==> src/rtl/relobi_demux.sv <==
// Reliable-OBI demultiplexer: steers one subordinate port to one of NumMgrPorts manager ports.
// Handshakes run on three independently tracked lanes; any lane disagreement raises tmr_err_o.
package relobi_demux_pkg;

  localparam int unsigned AChanWidth = 64;
  localparam int unsigned RChanWidth = 39;

  // The a and r channels are opaque, already ECC-protected payloads.
  typedef struct packed {
    logic [2:0]            req;
    logic [2:0]            rready;
    logic [AChanWidth-1:0] a;
  } relobi_req_t;

  typedef struct packed {
    logic [2:0]            gnt;
    logic [2:0]            rvalid;
    logic [RChanWidth-1:0] r;
  } relobi_rsp_t;

endpackage

module relobi_demux #(
  parameter bit          UseRReady          = 1'b1,
  parameter type         sbr_port_obi_req_t = relobi_demux_pkg::relobi_req_t,
  parameter type         sbr_port_obi_rsp_t = relobi_demux_pkg::relobi_rsp_t,
  parameter type         mgr_port_obi_req_t = sbr_port_obi_req_t,
  parameter type         mgr_port_obi_rsp_t = sbr_port_obi_rsp_t,
  parameter int unsigned NumMgrPorts        = 2,
  parameter int unsigned NumMaxTrans        = 2,
  parameter int unsigned SelWidth           = $clog2(NumMgrPorts),
  parameter int unsigned CntWidth           = $clog2(NumMaxTrans + 1)
) (
  input  logic                                clk_i,
  input  logic                                rst_i,
  input  logic              [2:0][SelWidth-1:0] sbr_port_select_i,
  input  sbr_port_obi_req_t                   sbr_port_req_i,
  output sbr_port_obi_rsp_t                   sbr_port_rsp_o,
  output mgr_port_obi_req_t [NumMgrPorts-1:0] mgr_ports_req_o,
  input  mgr_port_obi_rsp_t [NumMgrPorts-1:0] mgr_ports_rsp_i,
  output logic                                tmr_err_o
);

  if (NumMgrPorts < 2) begin : gen_bad_num_mgr_ports
    $fatal(1, "relobi_demux: NumMgrPorts must be >= 2");
  end
  if (NumMaxTrans < 1) begin : gen_bad_num_max_trans
    $fatal(1, "relobi_demux: NumMaxTrans must be >= 1");
  end

  localparam logic [CntWidth-1:0] MaxCnt    = CntWidth'(NumMaxTrans);
  localparam logic [SelWidth:0]   PortLimit = (SelWidth + 1)'(NumMgrPorts);

  logic [2:0][CntWidth-1:0] cnt_reg, cnt_next;
  logic [2:0][SelWidth-1:0] sel_reg, sel_next;
  logic [2:0]               sel_legal, ok, gnt_lane, rvalid_lane, hs, rdone;
  logic [SelWidth-1:0]      sel_vote;
  logic                     lane_mismatch, illegal_req;
  logic                     tmr_err_reg, tmr_err_next;

  for (genvar gi = 0; gi < 3; gi++) begin : gen_lane
    logic gnt_sel, rvalid_sel;

    // Mux by comparison so a select beyond NumMgrPorts never indexes past the array.
    always_comb begin
      gnt_sel    = 1'b0;
      rvalid_sel = 1'b0;
      for (int unsigned s = 0; s < NumMgrPorts; s++) begin
        if (SelWidth'(s) == sbr_port_select_i[gi]) gnt_sel = mgr_ports_rsp_i[s].gnt[gi];
        if (SelWidth'(s) == sel_reg[gi])           rvalid_sel = mgr_ports_rsp_i[s].rvalid[gi];
      end
    end

    assign sel_legal[gi] = {1'b0, sbr_port_select_i[gi]} < PortLimit;

    // A new target is only accepted once every older response has drained, keeping order.
    assign ok[gi] = !rst_i && sel_legal[gi] && (cnt_reg[gi] != MaxCnt) &&
                    ((cnt_reg[gi] == '0) || (sbr_port_select_i[gi] == sel_reg[gi]));

    assign gnt_lane[gi]    = gnt_sel && ok[gi];
    assign rvalid_lane[gi] = !rst_i && rvalid_sel && (cnt_reg[gi] != '0);
    assign hs[gi]          = sbr_port_req_i.req[gi] && gnt_lane[gi];
    assign rdone[gi]       = rvalid_lane[gi] && (sbr_port_req_i.rready[gi] || !UseRReady);

    assign cnt_next[gi] = (hs[gi] && !rdone[gi]) ? cnt_reg[gi] + CntWidth'(1) :
                          (!hs[gi] && rdone[gi]) ? cnt_reg[gi] - CntWidth'(1) :
                                                   cnt_reg[gi];
    assign sel_next[gi] = hs[gi] ? sbr_port_select_i[gi] : sel_reg[gi];
  end

  always_ff @(posedge clk_i) begin
    if (rst_i) begin
      cnt_reg     <= '0;
      sel_reg     <= '0;
      tmr_err_reg <= 1'b0;
    end else begin
      cnt_reg     <= cnt_next;
      sel_reg     <= sel_next;
      tmr_err_reg <= tmr_err_next;
    end
  end

  // The single r copy follows the 2-of-3 majority of the lane selects.
  always_comb begin
    sel_vote = sel_reg[0];
    if ((sel_reg[1] == sel_reg[2]) && (sel_reg[0] != sel_reg[1])) sel_vote = sel_reg[1];
  end

  always_comb begin
    sbr_port_rsp_o        = '0;
    sbr_port_rsp_o.gnt    = gnt_lane;
    sbr_port_rsp_o.rvalid = rvalid_lane;
    sbr_port_rsp_o.r      = mgr_ports_rsp_i[0].r;
    for (int unsigned s = 0; s < NumMgrPorts; s++) begin
      if (SelWidth'(s) == sel_vote) sbr_port_rsp_o.r = mgr_ports_rsp_i[s].r;
    end
  end

  always_comb begin
    for (int unsigned s = 0; s < NumMgrPorts; s++) begin
      mgr_ports_req_o[s]        = sbr_port_req_i;
      mgr_ports_req_o[s].req    = '0;
      mgr_ports_req_o[s].rready = '0;
      for (int unsigned l = 0; l < 3; l++) begin
        if (SelWidth'(s) == sbr_port_select_i[l]) begin
          mgr_ports_req_o[s].req[l] = sbr_port_req_i.req[l] && ok[l];
        end
        if (SelWidth'(s) == sel_reg[l]) begin
          mgr_ports_req_o[s].rready[l] = !rst_i && (UseRReady ? sbr_port_req_i.rready[l] : 1'b1);
        end
      end
    end
  end

  assign lane_mismatch = (cnt_reg[0] != cnt_reg[1]) || (cnt_reg[0] != cnt_reg[2]) ||
                         (sel_reg[0] != sel_reg[1]) || (sel_reg[0] != sel_reg[2]);
  assign illegal_req   = |(sbr_port_req_i.req & ~sel_legal);
  assign tmr_err_next  = lane_mismatch || illegal_req;
  assign tmr_err_o     = tmr_err_reg;

endmodule
==> config.mk <==
export PLATFORM = sky130hd
export DESIGN_NAME = relobi_demux
export DESIGN_NICKNAME = d
export VERILOG_FILES = /design/src/rtl/relobi_demux.sv
export SDC_FILE = /design/constraint.sdc
export NUM_CORES = 1
export LEC_CHECK = 0
export ABC_AREA = 1
export CAP_MARGIN = 40
export CORE_AREA = 2 2 135 137
export CTS_CLUSTER_SIZE = 30
export DETAILED_ROUTE_END_ITERATION = 12
export DIE_AREA = 0 0 137 139
export PLACE_DENSITY_LB_ADDON = 0.25
export SLEW_MARGIN = 20
export SYNTH_ARGS = -nofsm -noshare
export SYNTH_HDL_FRONTEND = slang
export SYNTH_SLANG_ARGS = --single-unit
==> constraint.sdc <==
create_clock -name clk_i -period 2.7 [get_ports clk_i]
set_input_delay 0.27 -clock clk_i [delete_from_list [all_inputs] [get_ports clk_i]]
set_output_delay 0.27 -clock clk_i [all_outputs]
set_load 0.01 [all_outputs]
Word-level counts from Yosys, hierarchy flattened
Index checks and enable logic that the tools add are counted.
{"block": "word_totals", "elab_cells": 106, "out_inout_bits": 186, "register_bits": 10, "in_bits": 165}
{"block": "classes", "mux": 26, "reduce_logical": 56, "addsub": 6, "eq_ne": 11}
{"cell": "$mux W39", "count": 1}
{"cell": "$logic_and A1 B1 Y1", "count": 34}
{"cell": "$mux W1", "count": 19}
{"cell": "$mux W2", "count": 6}
{"cell": "$reduce_bool A2 Y1", "count": 6}
{"cell": "$logic_not A1 Y1", "count": 7}
{"cell": "$add A2 B1 Y2 const B", "count": 3}
{"cell": "$logic_not A2 Y1", "count": 3}
{"cell": "$logic_or A1 B1 Y1", "count": 6}
{"cell": "$ne A2 B2 Y1 const B", "count": 3}
{"cell": "$sub A2 B1 Y2 const B", "count": 3}
{"cell": "$eq A1 B1 Y1", "count": 4}
{"cell": "$ne A2 B2 Y1", "count": 2}
{"cell": "$ne A1 B1 Y1", "count": 2}

Longest topological paths before layout
{"block": "logic_depth", "ltp_word": 9, "mapped_depth": 10, "mapped_depth_nobuf": 10}

Worst setup path before layout
OpenSTA, ideal clock, no wires.
{"block": "synth_timing", "path_type": "flip-flop to flip-flop", "start": "reg sel_reg[0] in the netlist's numbering", "end": "reg cnt_reg[1] in the netlist's numbering", "period_less_slack_ns": 1.839, "n_path_buf": 0, "setup_time_ns": 0.122, "path_stages_with_launch": 9, "arrival_ns": 1.717, "slack_ns": 0.861, "required_ns": 2.578, "path_cell_list": "dfxtp_1 > nand2_1 > a221oi_1 > nand2_1 > ha_1 > a21oi_1 > o21ai_0 > o21ai_0 > a21oi_1"}
{"element": "from (decl)", "line_no": "55", "rtl": "logic [2:0][SelWidth-1:0] sel_reg, sel_next;"}
{"element": "from (signal assigned)", "line_no": "98", "rtl": "sel_reg <= sel_next;"}
{"element": "to (signal assigned)", "line_no": "97", "rtl": "cnt_reg <= cnt_next;"}
{"element": "to (decl)", "line_no": "54", "rtl": "logic [2:0][CntWidth-1:0] cnt_reg, cnt_next;"}

==> reports/results.ini <==
[yosys]
synthXorXnorAreaFrac_pct=1.16
avgSynthCellArea_um2=7.51
synth_warnings=0
synthesis.instances=302
syn-cell-area_mm2=0.00227
synth_cell_types=22
synth_seq_area_share_pct=8.83
synth.mux.area_fraction_pct=21.0
ys_ff_latch=10
syn_nets=470
synth_compound_area_share_pct=7.17
yosys.area_share.simple_pct=11.6
synth_top_family_by_area=buffers and inverters
synthAdderAreaFrac_pct=1.66

[global_routing]
top_usage_layer=met2
grt_max_degree=20
grt_use_total_pct=8.25
grt_overflow=0
met2_usage_pct=13.6
antenna_found_initial=0
grt_pass1_vias=1992
grt_use_met1_pct=9.85
use_met3_pct=2.78
grt_pass1_wl_mm=12.0

[route]
num_vias=1909
first_iter_violations=69
wl_per_cell_um=15.1
routed_wl_mm=8.54
ant_nets=0
first_pass_iters=4
vias_per_cell=3.38
drc_errors=0

[sta]
final.setup_skew_ns=0.00318
worstMarginPinSlew_ns=0.542
hold_viol=0
tns_ns=0
min_period_over_period_pct=94.5
fmax_ghz=0.392
min_period_ns=2.55
drv_slew=0
rsz0062_at_grt=no
maxSlewHeadroom_pct=63.7
setup_violations=0

[power_and_ir_drop]
peakVddDrop_v=0.000269
sw_frac_of_total_pct=28.3
p_seq_share_pct=18.6
power.density_mw_per_mm2=296
combPwrFrac_pct=51.1
clockPowerShare_pct=30.3
power.net_switching_mw=0.278
power.internal_mw=0.704
power.leakage_nw=1.24

[worst_hold_path]
min_from=sbr_port_req_i[39]
hp-class=in -> out
hold_end=mgr_ports_req_o[109]
min_path_cells=0

[critical_path]
regToRegSetupSlack_ns=0.73
crit_fanout=9
r2r_cells=9
r2r_start=cnt_reg[4]$_SDFFE_PP0P_
slowest_delay_ns=0.49
crit_path_start_kind=flip-flop
worstPathRequired_ns=2.43
rr_endpoint=cnt_reg[5]$_SDFFE_PP0P_
path_buf_inv=2
path_delay_family=buffers and inverters
crit_type=reg -> out
crit_arrival_ns=2.28
end_kind=output port
crit_path_top_delay_cell=clkdlybuf4s50_1
worstPathCellList=nor2_2 -> o21ai_4 -> buf_4 -> mux2_2 -> clkdlybuf4s50_1

[layout]
final_area_mm2=0.00331
final_common_cell=clkdlybuf4s50_1
mostFrequentLayoutCells=clkdlybuf4s50_1, mux2_2, nand2_1, inv_1, nor2_1
drive_gt1_share_pct=15.5
nNetsFinal=505
diodes=0
largest_reg_flops=6
flow.area_growth_from_synthesis_pct=46.1

[clock_tree]
cts_resized=0
insertion_delay_ns=0.24
clkTransAtPathRegs_ns=0.04
clock_sinks=10
cts_tree=built
clk_path_buf_depth=2
hold_buffers=0
htree_levels=1
numCtsBuffers=3
cts_setup_buffers=0
cts.root.buffer_cell=clkbuf_16

[place]
dp_hpwl_mm=7.49
dpl_cell_area_mm2=0.00322
gp_congestion=0.807
port_buffers=158

[floorplan]
rows=49
fp.dieW_um=137
ios=351
core_area_mm2=0.0177
die_area_mm2=0.0190
die_y_um=139
start_util_pct=12.8

[status]
run_status=finished clean

[run]
maxCapViolations=0

layer usage:
| layer | vias up | wire [um] |
|---|---|---|
| met1 | 857 | 3430 |
| met2 | 89 | 4000 |
| li1 | 921 | - |
| met4 | 0 | 298 |
| met3 | 42 | 819 |
| met5 | - | 0 |
kinds of logic after synthesis:
| group | Yosys count |
|---|---|
| flops | 10 |
| compound gates | 28 |
| fa+ha+maj | 3 |
| simple gates | 62 |
| buf+inv | 157 |
| mux | 39 |
| xor+xnor | 3 |
synth_stat cells, drive strengths merged:
library cell	n	area [um^2]
buf	132	1010
dfxtp	10	200
nor3	6	30.0
nand2	25	93.8
ha	3	37.5
a21oi	9	45.0
a221oi	3	26.3
o21ai	13	68.8
o21bai	3	22.5
mux2	39	477
clkbuf	2	7.51
nand3	8	40.0
nand4	4	25.0
nor2	19	73.8
xor2	3	26.3
inv	23	86.3
how the worst max path moves through the flow:
stage                                       start                 endpoint  slack, ns  depth (start not counted)
after CTS                 sel_reg[1]$_SDFFE_PP0P_       sbr_port_rsp_o[10]       0.09                          5
final                     sel_reg[0]$_SDFFE_PP0P_        sbr_port_rsp_o[6]       0.15                          5
after global placement                      rst_i     mgr_ports_req_o[139]       0.35                          6
after global routing      sel_reg[1]$_SDFFE_PP0P_        sbr_port_rsp_o[7]       0.01                          5
after detailed placement  sel_reg[1]$_SDFFE_PP0P_       sbr_port_rsp_o[30]       0.35                          5
after floorplan           sel_reg[0]$_SDFFE_PP0P_  cnt_reg[1]$_SDFFE_PP0P_       0.86                          8
per-stage QoR:
stage                     total power [mW]  hold slack [ns]  utilization [%]  std cells  setup slack [ns]
after floorplan                      0.565            0.480                -        302             0.861
after global placement               0.694            0.540             18.3        561             0.347
after detailed placement             0.692            0.540             18.3        561             0.348
after CTS                             1.00            0.540             18.8        565            0.0873
after global routing                  1.04            0.540             18.8        565            0.0124
final                                0.981            0.540             18.8        565             0.148
worst register-to-register path, stage by stage (launching register included):
cell	delay [ns]
dfxtp_1	0.39
inv_1	0.12
a21oi_1	0.28
nand3_1	0.15
nor2_1	0.19
ha_1	0.28
a21oi_1	0.11
o21ai_0	0.13
o21ai_0	0.16
a21oi_1	0.05
power by group through the flow:
| stage | registers [mW] | clock network, mW | logic, mW |
|---|---|---|---|
| global route | 0.185 | 0.315 | 0.542 |
| detailed placement | 0.186 | 0 | 0.507 |
| finish | 0.182 | 0.297 | 0.502 |
| global placement | 0.185 | 0 | 0.509 |
| floorplan | 0.182 | 0 | 0.383 |
| CTS | 0.183 | 0.307 | 0.511 |
final cells by class:
cell class	count	area, um^2
Clock buffer	4	88.8
Fill cell	1975	14300
Multi-Input combinational cell	135	973
Sequential cell	10	200
Inverter	23	86.3
Timing Repair Buffer	164	1680
Tap cell	229	287
Note: power is estimated with default switching activity, not from simulation.
